`src/rtl/tabulation_hash_sequencer.sv`:
```
`default_nettype none
// ============================================================================
// tabulation_hash_sequencer : runs one shared hash unit NUM_HASH times per VPN
// Revision: 1.0
// ============================================================================
module tabulation_hash_sequencer #(
  parameter int VPN_BITS   = 45,
  parameter int HASH_BITS  = 32,
  parameter int INDEX_BITS = 12,
  parameter int NUM_HASH   = 4
) (
  input  logic                             clk,
  input  logic                             reset,
  input  logic                             req_valid,
  output logic                             req_ready,
  input  logic [VPN_BITS-1:0]              req_vpn,
  output logic [VPN_BITS-1:0]              hash_vpn,
  output logic [1:0]                       hash_id,
  input  logic [HASH_BITS-1:0]             hash_result,
  output logic                             rsp_valid,
  input  logic                             rsp_ready,
  output logic [VPN_BITS-1:0]              rsp_vpn,
  output logic [NUM_HASH*INDEX_BITS-1:0]   rsp_indices,
  output logic                             busy
);

  localparam int         IDX_W   = NUM_HASH * INDEX_BITS;
  localparam logic [1:0] LAST_ID = 2'(NUM_HASH - 1);

  typedef enum logic [1:0] {
    ST_IDLE  = 2'd0,
    ST_ISSUE = 2'd1,
    ST_LAST  = 2'd2,
    ST_RESP  = 2'd3
  } state_t;

  state_t              state_q, state_d;
  logic [1:0]          issue_cnt_q, issue_cnt_d;
  logic [VPN_BITS-1:0] vpn_q, vpn_d;
  logic [IDX_W-1:0]    idx_q, idx_d;
  logic                capture_en;
  logic [1:0]          capture_slot;
  logic                unused_hash_bits;

  // Only the low INDEX_BITS of each hash are kept.
  assign unused_hash_bits = ^hash_result;

  always_comb begin
    state_d      = state_q;
    issue_cnt_d  = issue_cnt_q;
    vpn_d        = vpn_q;
    idx_d        = idx_q;
    capture_en   = 1'b0;
    capture_slot = issue_cnt_q - 2'd1;

    case (state_q)
      ST_IDLE: begin
        if (req_valid) begin
          vpn_d       = req_vpn;
          issue_cnt_d = 2'd0;
          state_d     = ST_ISSUE;
        end
      end
      ST_ISSUE: begin
        // The result arriving now belongs to the id issued one cycle earlier.
        capture_en  = (issue_cnt_q != 2'd0);
        issue_cnt_d = issue_cnt_q + 2'd1;
        if (issue_cnt_q == LAST_ID) begin
          state_d = ST_LAST;
        end
      end
      ST_LAST: begin
        capture_en   = 1'b1;
        capture_slot = LAST_ID;
        state_d      = ST_RESP;
      end
      ST_RESP: begin
        if (rsp_ready) begin
          state_d = ST_IDLE;
        end
      end
      default: state_d = ST_IDLE;
    endcase

    for (int i = 0; i < NUM_HASH; i++) begin
      if (capture_en && (capture_slot == 2'(i))) begin
        idx_d[i*INDEX_BITS +: INDEX_BITS] = hash_result[INDEX_BITS-1:0];
      end
    end
  end

  always_ff @(posedge clk or posedge reset) begin
    if (reset) begin
      state_q     <= ST_IDLE;
      issue_cnt_q <= 2'd0;
      vpn_q       <= '0;
      idx_q       <= '0;
    end else begin
      state_q     <= state_d;
      issue_cnt_q <= issue_cnt_d;
      vpn_q       <= vpn_d;
      idx_q       <= idx_d;
    end
  end

  assign req_ready   = (state_q == ST_IDLE);
  assign busy        = (state_q != ST_IDLE);
  assign rsp_valid   = (state_q == ST_RESP);
  assign hash_id     = (state_q == ST_ISSUE) ? issue_cnt_q : 2'd0;
  assign hash_vpn    = vpn_q;
  assign rsp_vpn     = vpn_q;
  assign rsp_indices = idx_q;

endmodule
`default_nettype wire
```
`config.mk`:
```
export PLATFORM = sky130hd
export DESIGN_NAME = tabulation_hash_sequencer
export DESIGN_NICKNAME = d
export VERILOG_FILES = /design/src/rtl/tabulation_hash_sequencer.sv
export SDC_FILE = /design/constraint.sdc
export NUM_CORES = 1
export LEC_CHECK = 0
export ABC_CLOCK_PERIOD_IN_PS = 3500
export CORE_UTILIZATION = 40
export DETAILED_ROUTE_END_ITERATION = 10
export GPL_ROUTABILITY_DRIVEN = 0
export PLACE_DENSITY = 0.93
export SETUP_SLACK_MARGIN = 0.1
export SLEW_MARGIN = 20
export SYNTH_ARGS = -nofsm -noshare
export SYNTH_HDL_FRONTEND = slang
export SYNTH_SLANG_ARGS = --single-unit
```
`constraint.sdc`:
```
create_clock -name clk -period 3.5 [get_ports clk]
set_input_delay 0.7 -clock clk [delete_from_list [all_inputs] [get_ports clk]]
set_output_delay 0.7 -clock clk [all_outputs]
set_load 0.02 [all_outputs]
```
# After elaboration in Yosys (flattened, before gate mapping)
# Index checks and enable logic that the tools add are counted.
[word_totals]
output_inout_bits = 143
elab_cells = 40
regBits = 97
input_bits = 81
[op_classes]
reduce_logical = 12
n_eq_ne = 10
n_mux = 9
addsub = 2
[op_table]
columns = ["op", "count"]
rows = [
  ["2-to-1 mux 2 bit", 6],
  ["equality test 2 bit (second input constant)", 5],
  ["one-hot mux 2 bit (4 select lines)", 1],
  ["nonzero test 2 bit", 3],
  ["equality test 2 x 1 -> 1 bit (second input constant)", 2],
  ["logical AND 1 bit", 4],
  ["logical NOT 2 bit", 2],
  ["inequality test 2 bit (second input constant)", 2],
  ["one-hot mux 2 bit (2 select lines)", 1],
  ["AND reduction 2 bit", 2],
  ["AND reduction 3 bit", 1],
  ["adder 2 x 1 -> 2 bit (second input constant)", 1],
  ["inequality test 2 x 1 -> 1 bit (second input constant)", 1],
  ["one-hot mux 1 bit (2 select lines)", 1],
  ["subtractor 2 x 1 -> 2 bit (second input constant)", 1],
]

# Longest topological paths before layout
[depth]
ltp_word = 4
ltp_mapped = 6
ltp_nobuf = 5

# Worst setup path before layout
# No wires, ideal clock.
[synth_timing]
path_type = "reg-to-reg"
start = "register issue_cnt_q[0]"
end = "register idx_q[24], in the netlist rsp_indices[24]"
path_buffers = 1
arrival_time_ps = 1605
required_ps = 3375
stages_incl_launch_ff = 6
synth_period_minus_slack_ps = 1730
setup_slack_ps = 1770
cell_sequence = "dfrtp_1 inv_1 ha_1 and4b_4 buf_12 mux2_4"
[synth_via]
elab_chain_cells = 4
[synth_lines]
columns = ["item", "line", "rtl"]
rows = [
  ["from (decl)", "38", "logic [1:0] issue_cnt_q, issue_cnt_d;"],
  ["from (signal assigned)", "100", "issue_cnt_q <= issue_cnt_d;"],
  ["subtractor 2 x 1 -> 2 bit", "54", "capture_slot = issue_cnt_q - 2'd1;"],
  ["2-to-1 mux 2 bit", "56", "case (state_q)"],
  ["equality test 2 bit", "86", "if (capture_en && (capture_slot == 2'(i))) begin"],
  ["logical AND 1 bit *", "86", ""],
  ["to (signal assigned)", "102", "idx_q <= idx_d;"],
  ["to (decl)", "40", "logic [IDX_W-1:0] idx_q, idx_d;"],
]
# Every way passes the cells marked *; elsewhere a longest branch is shown, timed or not.
# A chain may end at the register's enable or synchronous reset.

# Worst setup path after layout
[layout_timing]
start = "register state_q[1]"
end = "output port hash_id[0]"
[layout_via]
elab_chain_cells = 2
[layout_lines]
columns = ["item", "line", "rtl"]
rows = [
  ["from (decl)", "37", "state_t state_q, state_d;"],
  ["from (signal assigned)", "99", "state_q <= state_d;"],
  ["equality test 2 x 1 -> 1 bit", "109", "assign hash_id = (state_q == ST_ISSUE) ? issue_cnt_q : 2'd0;"],
  ["2-to-1 mux 2 bit", "109", ""],
  ["to (decl)", "18", "output logic [1:0] hash_id,"],
]
# No other way between the ends.

==> flow_metrics.py <==
metrics = {
    "cts": {
        "cts_setup_buffers": 0,
        "cts_buffers": 9,
        "cts-root-buf": "clkbuf_8",
        "clk_pin_slew_worst_paths_ns": 0.09,
        "cts_sinks": 97,
        "insertion_delay_ns": 0.36,
        "cts.repair.resized": 0,
        "cts_tree": "done",
        "clk_path_buf_depth": 2,
        "cts_hold_buf": 0,
        "cts_max_level": 3,
    },
    "setup_path": {
        "arrival_ns": 1.90,
        "crit_fanout": 4,
        "reg2reg_from": "state_q[0]",
        "required_ns": 2.80,
        "r2r_cells": 5,
        "crit_type": "flip-flop to output port",
        "end_kind": "output port",
        "rr_endpoint": "rsp_indices[16]",
        "start_kind": "flip-flop",
        "reg2reg_slack_ns": 1.05,
    },
    "cells_and_area": {
        "antenna_cells": 0,
        "nFillCells": 817,
        "final_cell_mix": "clkdlybuf4s50_1, dfrtp_1, mux2_2",
        "layout.nets": 528,
        "syn2layout_area_growth_pct": 46.4,
        "layout_commonest_cell": "clkdlybuf4s50_1",
        "drive_above_1_share": 0.276,
        "utilization": 0.608,
    },
    "pwr": {
        "power_density_mw_per_mm2": 1060,
        "power_mw": 6.70,
        "leakage_nw": 2.74,
        "ir_worst_vdd_mv": 0.489,
    },
    "route": {
        "drc": 0,
        "antenna_left": 0,
        "drt_first_pass_iters": 4,
        "routed_wl_um": 10300,
        "vias": 2724,
        "avgViaCountPerCell": 4.69,
        "wl_per_cell_um": 17.7,
        "drtIter0Drc": 89,
    },
    "hold_path": {
        "hp-class": "flip-flop to flip-flop",
        "hp-start": "rsp_indices[11]",
        "worstHoldPathCells": 1,
        "whs_endpoint": "rsp_indices[11]",
    },
    "logic_synthesis": {
        "synth_edf_count": 0,
        "syn_area_mm2": 0.00431,
        "synth-async-reset-ratio": 1.00,
        "synthCells": 276,
        "synth_area_per_cell_um2": 15.6,
        "synth_seq_cells": 97,
        "yosysWarningCount": 0,
        "ys_types": 24,
        "synth_top_flop_cell": "dfrtp_1",
        "synth_nets": 364,
        "ys_seq_area_frac": 0.563,
    },
    "place": {
        "io_buffer_count": 203,
        "hpwl_um": 7610,
    },
    "grt": {
        "grt_pass1_vias": 2963,
        "antenna_found_initial": 0,
        "grt_pass1_wl_um": 16100,
        "grt_max_degree": 60,
        "gr-total-overflow": 0,
        "track_usage": 0.189,
    },
    "floorplan": {
        "core_area_mm2": 0.0104,
        "fp.dieH_um": 106,
        "row_count": 37,
        "die_w_um": 106,
        "die-area_mm2": 0.0112,
        "initial_core_util": 0.415,
        "io_pins": 224,
    },
    "timing": {
        "tns_ns": 0,
        "grt_setup_unrepaired": "no",
        "post-route-period-util": 0.742,
        "clock_skew_ns": 0.00796,
        "tightestPinTransition_ns": 1.06,
        "period_minus_slack_ns": 2.60,
        "finalHoldViolations": 0,
        "final-setup-viol-count": 0,
        "maxSlewViolCount": 0,
        "slew_headroom": 0.295,
        "fmax_mhz": 385,
    },
    "run_status": {
        "status": "completed",
    },
    "job": {
        "maxCapViolations": 0,
    },
}
final cells by class:
type                            instances  area [um^2]  area share
Sequential cell                        97         2430       0.385
Timing Repair Buffer                  206         2050       0.326
Multi-Input combinational cell        118         1440       0.229
Tap cell                              136          170      0.0270
Clock buffer                            9          124      0.0196
Clock inverter                          7         55.1     0.00873
Inverter                                8         32.5     0.00516
cells in the mapped netlist, types with 2 or more instances:
master / instances / area share
buf_2: 4 / 0.0046
buf_6: 3 / 0.0078
mux2_4: 40 / 0.14
dfrtp_1: 97 / 0.56
buf_4: 45 / 0.078
inv_1: 8 / 0.0070
ha_1: 7 / 0.020
nor2_1: 2 / 0.0017
mux2_2: 55 / 0.14
metal layers:
metal,part of all wire,vias to the layer above,GRT usage
met3,0.063,8,0.0451
met5,0,-,0
met4,0.0097,0,0.0744
met1,0.39,1365,0.211
met2,0.54,122,0.344
li1,-,1229,-
per-stage QoR:
stage	cell area, um^2	hold WS [ns]	instances	setup WS [ns]
2_1_floorplan	4310	0.491	276	0.266
3_3_place_gp	6130	0.489	565	1.16
5_1_grt	6300	0.532	581	0.747
4_1_cts	6300	0.516	581	0.869
3_5_place_dp	6130	0.493	565	1.01
6_report	6300	0.515	581	0.902
worst max-delay path, cell delays in order (launching register included):
cell and delay, ns:
dfrtp_1 0.42, inv_1 0.11, ha_1 0.22, and2_4 0.18
clkdlybuf4s50_1 0.62
power by group:
group          internal [mW]  switching (mW)  total [mW]  leakage [nW]
logic                   2.14            1.84        3.99          1.52
registers               1.67           0.387        2.06          1.14
clock network          0.261           0.396       0.657        0.0741
logic make-up (layout without fill, tap and decap cells):
kind of cell,after synthesis,after routing,share of synthesized area
DFF,97,97,0.563
muxes,96,96,0.286
buffers and inverters,61,230,0.103
and+or+nand+nor,11,11,0.0200
adders and majority gates,7,7,0.0203
AOI/OAI and AO/OA,4,4,0.00813
worst max path at each step:
stage	from	endpoint	slack (ns)	cells after the start
2_1_floorplan	reset	hash_vpn[0]	0.27	1
3_3_place_gp	state_q[0]	rsp_indices[17]	1.16	5
3_5_place_dp	state_q[0]	rsp_indices[14]	1.01	5
4_1_cts	state_q[1]	hash_id[0]	0.87	4
5_1_grt	state_q[1]	hash_id[1]	0.75	5
6_report	state_q[1]	hash_id[0]	0.90	4
flip-flops by register name (all words and copies together) (netlist names):
name         flops
hash_vpn        45
issue_cnt_q      2
rsp_indices     48
state_q          2
(Power assumes the default switching activity.)
==> RTL edit 1: new RTL, config.mk and constraints unchanged <==
The parameter `NUM_HASH` goes from 4 to 8.
--- a/src/rtl/tabulation_hash_sequencer.sv
+++ b/src/rtl/tabulation_hash_sequencer.sv
@@ -7,7 +7,7 @@
   parameter int VPN_BITS   = 45,
   parameter int HASH_BITS  = 32,
   parameter int INDEX_BITS = 12,
-  parameter int NUM_HASH   = 4
+  parameter int NUM_HASH   = 8
 ) (
   input  logic                             clk,
   input  logic                             reset,
Ports: changed (resized rsp_indices); port bits go from 224 to 272. No check against the original RTL was run, so the function may have changed too.
==> RTL edit 1 against the unedited design <==
- sequential cell count did not move
- core utilization rose by 0.071 points
- synthesized cell count rose by 17%
- total power rose by 19%
- setup slack got worse by 23 ps
- design area rose by 10%
- wire length rose by 10%
- synthesized area rose by 8.7%
- critical path type unchanged
- highest routed layer unchanged
==> RTL edit 1: results (changes against the unedited design) <==
| Metric | Value |
|---|---|
| Clk power | 1.03 mW (+57%) |
| Final period util | 0.749 (+0.00667) |
| Met2 routed WL | 5760 um (+3.5%) |
| PD cells | 1150 mW/mm2 (+8.1%) |
| Met2 GRT Util | 0.328 (-0.0164) |
| Leakage | 3.03 nW (+10%) |
| Total Routing Usage GR | 0.187 (-0.00190) |
| Root Driver | clkbuf_16 |
| Most common library cells after synthesis | dfrtp_1, buf_4, mux2_2, mux2_4, inv_1 |
| Slew @ Worst Pin | 1030 ps (-23.5 ps) |
| CTS clk-pin slew, worst paths | 70 ps (-20 ps) |
| Final instance area | 0.00695 mm2 (+10%) |
| Port-buffer cells | 251 (+24%) |
| Max VDD drop | 685 uV (+40%) |
| M1 WL | 4420 um (+11%) |
| First-pass GRT wire length | 16600 um (+3.0%) |
| Worst reg-to-reg setup slack | 960 ps (-90 ps) |
| DRT iter0 DRCs | 76 (-15%) |
| Synth cell types | 22 (-8.3%) |
| Filler cell count | 880 (+7.7%) |
| Layout Skew | 7.14 ps (-0.819 ps) |
| Share of layout cells above drive strength 1 | 0.242 (-0.0340) |
| Detailed-route via count | 2985 (+9.6%) |
| Final hold slack | 537 ps (+22.3 ps) |
| Nets | 575 (+8.9%) |
| Reg power frac | 0.269 (-0.038) |
| Pre-CTS setup slack | 945 ps (-62.7 ps) |
| Sequential-to-total area share from yosys stat | 0.518 (-0.0452) |
| Fin Setup TNS | 0 ps (unchanged) |
| Dominant cells by area after synthesis | dfrtp_1, buf_4, mux2_2 |
| Pin count of the biggest net entering global routing | 56 (-6.7%) |
| Synthesized net count | 412 (+13%) |
| Post-DP HPWL | 8450 um (+11%) |
| Clock latency on the worst-skew pair | 340 ps (-20 ps) |
| Placed inst area | 0.00664 mm2 (+8.3%) |
| Placed insts | 619 (+9.6%) |
| Vias in the first global route | 3136 (+5.8%) |
| Top Metal Used | met4 |
| CP arrival | 1920 ps (+20 ps) |
| Met3 Use GR | 0.0476 (+0.00247) |
| Post-Layout Cell Count | 634 (+9.1%) |
| Syn avg cell area | 14.5 um2 (-7.4%) |
| Global Route met1 Usage | 0.211 (about the same) |
| Met3 WL | 844 um (+29%) |
| Status | finished clean |
==> RTL edit 1: logic make-up (layout without fill, tap and decap cells) <==
logic type	after synthesis	after routing	share of synthesized area
AOI/OAI and AO/OA	4	4	0.00695
adders and majority gates	7	7	0.0187
buffers and inverters	109	276	0.171
DFF	97	97	0.518
muxes	96	96	0.262
and+or+nand+nor	11	11	0.0224
==> RTL edit 1: area by class of cell <==
cell class	count	share of cell area
repair buffers	253	0.365
flip-flops and latches	97	0.349
multi-input cells	118	0.210
clock buffers	13	0.0403
well taps	143	0.0257
clock inverters	2	0.00504
inverters	8	0.00468
==> RTL edit 1: worst paths after layout <==
path / startpoint / endpoint / depth (start not counted)
setup / recovery: state_q[1] / hash_id[0] / 5
hold / removal: rsp_indices[85] / rsp_indices[85] / 1
setup reg to reg: issue_cnt_q[0] / rsp_indices[93] / 5
hold reg to reg: rsp_indices[85] / rsp_indices[85] / 1
max in group asynchronous: reset / hash_vpn[30] / 3
min in group asynchronous: reset / hash_vpn[25] / 2
==> RTL edit 2: new RTL, same flow settings <==
Made on the original files. Make the reset (`reset`) synchronous in one clocked block.
--- a/src/rtl/tabulation_hash_sequencer.sv
+++ b/src/rtl/tabulation_hash_sequencer.sv
@@ -89,7 +89,7 @@
     end
   end
 
-  always_ff @(posedge clk or posedge reset) begin
+  always_ff @(posedge clk) begin
     if (reset) begin
       state_q     <= ST_IDLE;
       issue_cnt_q <= 2'd0;
Formal check against the unedited RTL: differs if reset is asserted again (counterexample within 4 cycles, from zero or initial values and one cycle with reset high); with reset held inactive, the same outputs for 10 cycles.
==> RTL edit 2 against the unedited design <==
- first-iteration DRC count shrank 11%
- design area shrank 6.2%
- wire length up 5.8%
- sequential share of layout area is 5.7 points lower
- setup slack gained 3.5 ps
- synthesized area down 7.8%
- global-route usage rose by 2.1 points
- die area fell by 7.7%
- sequential cell count unchanged
Power is not compared: it rests on default switching activity, and its combinational part moved more than twofold at a synthesized area within 25%.
==> RTL edit 2: results (changes against the unedited design) <==
| Metric | Value |
|---|---|
| Vias in the first global route | 3285 (+11%) |
| Sequential-to-total area share from yosys stat | 0.489 (-0.0745) |
| Nets | 682 (+29%) |
| Placed inst area | 0.00570 mm2 (-6.9%) |
| Asr flop ratio synth | 0 (-1.00) |
| Status | finished clean |
| Clock latency on the worst-skew pair | 380 ps (+20 ps) |
| Synthesized net count | 537 (+48%) |
| Slew @ Worst Pin | 830 ps (-228 ps) |
| Most common library cells after synthesis | nand2_1, dfxtp_1, mux2i_1, buf_4, a21oi_1 |
| Root Driver | clkbuf_8 |
| Share of layout cells above drive strength 1 | 0.0401 (-0.236) |
| Dominant cells by area after synthesis | dfxtp_1, nand2_1, mux2i_1 |
| Pin count of the biggest net entering global routing | 60 (unchanged) |
| Layout Skew | 11.0 ps (+3.05 ps) |
| Number of diodes | 0 (unchanged) |
| Total Routing Usage GR | 0.210 (+0.0208) |
| Min-Delay Path Depth | 2 (+1) |
| Synth cell types | 26 (+8.3%) |
| DRT iter0 DRCs | 79 (-11%) |
| Final wirelength | 10900 um (+5.8%) |
| Largest fanout on the critical path | 8 (+4) |
| Leakage | 2.31 nW |
| Post-DP HPWL | 7920 um (+4.0%) |
| Vias per inst | 4.70 (+0.21%) |
| First-pass GRT wire length | 16300 um (+1.4%) |
==> RTL edit 2: changes by cell type after synthesis, sizes merged, moves of 5 or more <==
cell and delta:
clkbuf +14, dfrtp -97, a21oi +46, mux2 -95, dfxtp +97, mux2i +49
buf +5, nor2 +10, nand2 +141
==> RTL edit 2: cell type report <==
class	instances	area, um2
Fill cell	826	3770
Clock inverter	7	83.8
Inverter	6	22.5
Clock buffer	9	124
Timing Repair Buffer	206	2050
Tap cell	133	166
Multi-Input combinational cell	274	1520
Sequential cell	97	1940
==> RTL edit 2: worst max-delay path, cell delays in order, from the launching register on <==
cell and delay [ps]:
dfxtp_1 410, inv_1 90, ha_1 320, inv_1 90, clkdlybuf4s50_1 600
==> RTL edit 2: metrics by stage <==
stage / worst slack, ps / util / std cells
6_report: 905 / 0.610 / 732
2_1_floorplan: 1800 / - / 449
5_1_grt: 797 / 0.610 / 732
3_3_place_gp: 1130 / 0.589 / 716
4_1_cts: 884 / 0.610 / 732
3_5_place_dp: 987 / 0.589 / 716
==> RTL edit 2: logic make-up (layout without fill, tap and decap cells) <==
| logic type | Yosys count | count (layout) | synth area share |
|---|---|---|---|
| AOI/OAI and AO/OA | 48 | 48 | 0.0627 |
| adders and majority gates | 7 | 7 | 0.0221 |
| DFF | 97 | 97 | 0.489 |
| buffers and inverters | 78 | 228 | 0.127 |
| muxes | 50 | 50 | 0.126 |
| and+or+nand+nor | 169 | 169 | 0.173 |
==> RTL edit 2: final timing paths <==
| kind | startpoint | endpoint | slack [ps] |
|---|---|---|---|
| hold reg to reg | rsp_indices[10] | rsp_indices[10] | 460 |
| setup reg to reg | state_q[0] | rsp_indices[5] | 990 |
| setup / recovery | state_q[0] | busy | 910 |
| hold / removal | rsp_indices[10] | rsp_indices[10] | 460 |
==> RTL edit 2: per-layer routing <==
| metal | up-vias | part of all wire | global-route usage |
|---|---|---|---|
| met5 | - | 0 | 0 |
| met4 | 0 | 0.015 | 0.0903 |
| met3 | 13 | 0.10 | 0.0849 |
| met2 | 148 | 0.49 | 0.374 |
| met1 | 1593 | 0.39 | 0.216 |
| li1 | 1685 | - | - |
==> RTL edit 2: power by group through the flow <==
stage / clock network (mW) / logic [mW] / registers (mW)
5_1_grt: 0.836 / 1.47 / 1.37
2_1_floorplan: 0 / 0.724 / 1.51
3_5_place_dp: 0 / 1.38 / 1.37
6_report: 0.775 / 1.37 / 1.35
3_3_place_gp: 0 / 1.34 / 1.36
4_1_cts: 0.795 / 1.38 / 1.35
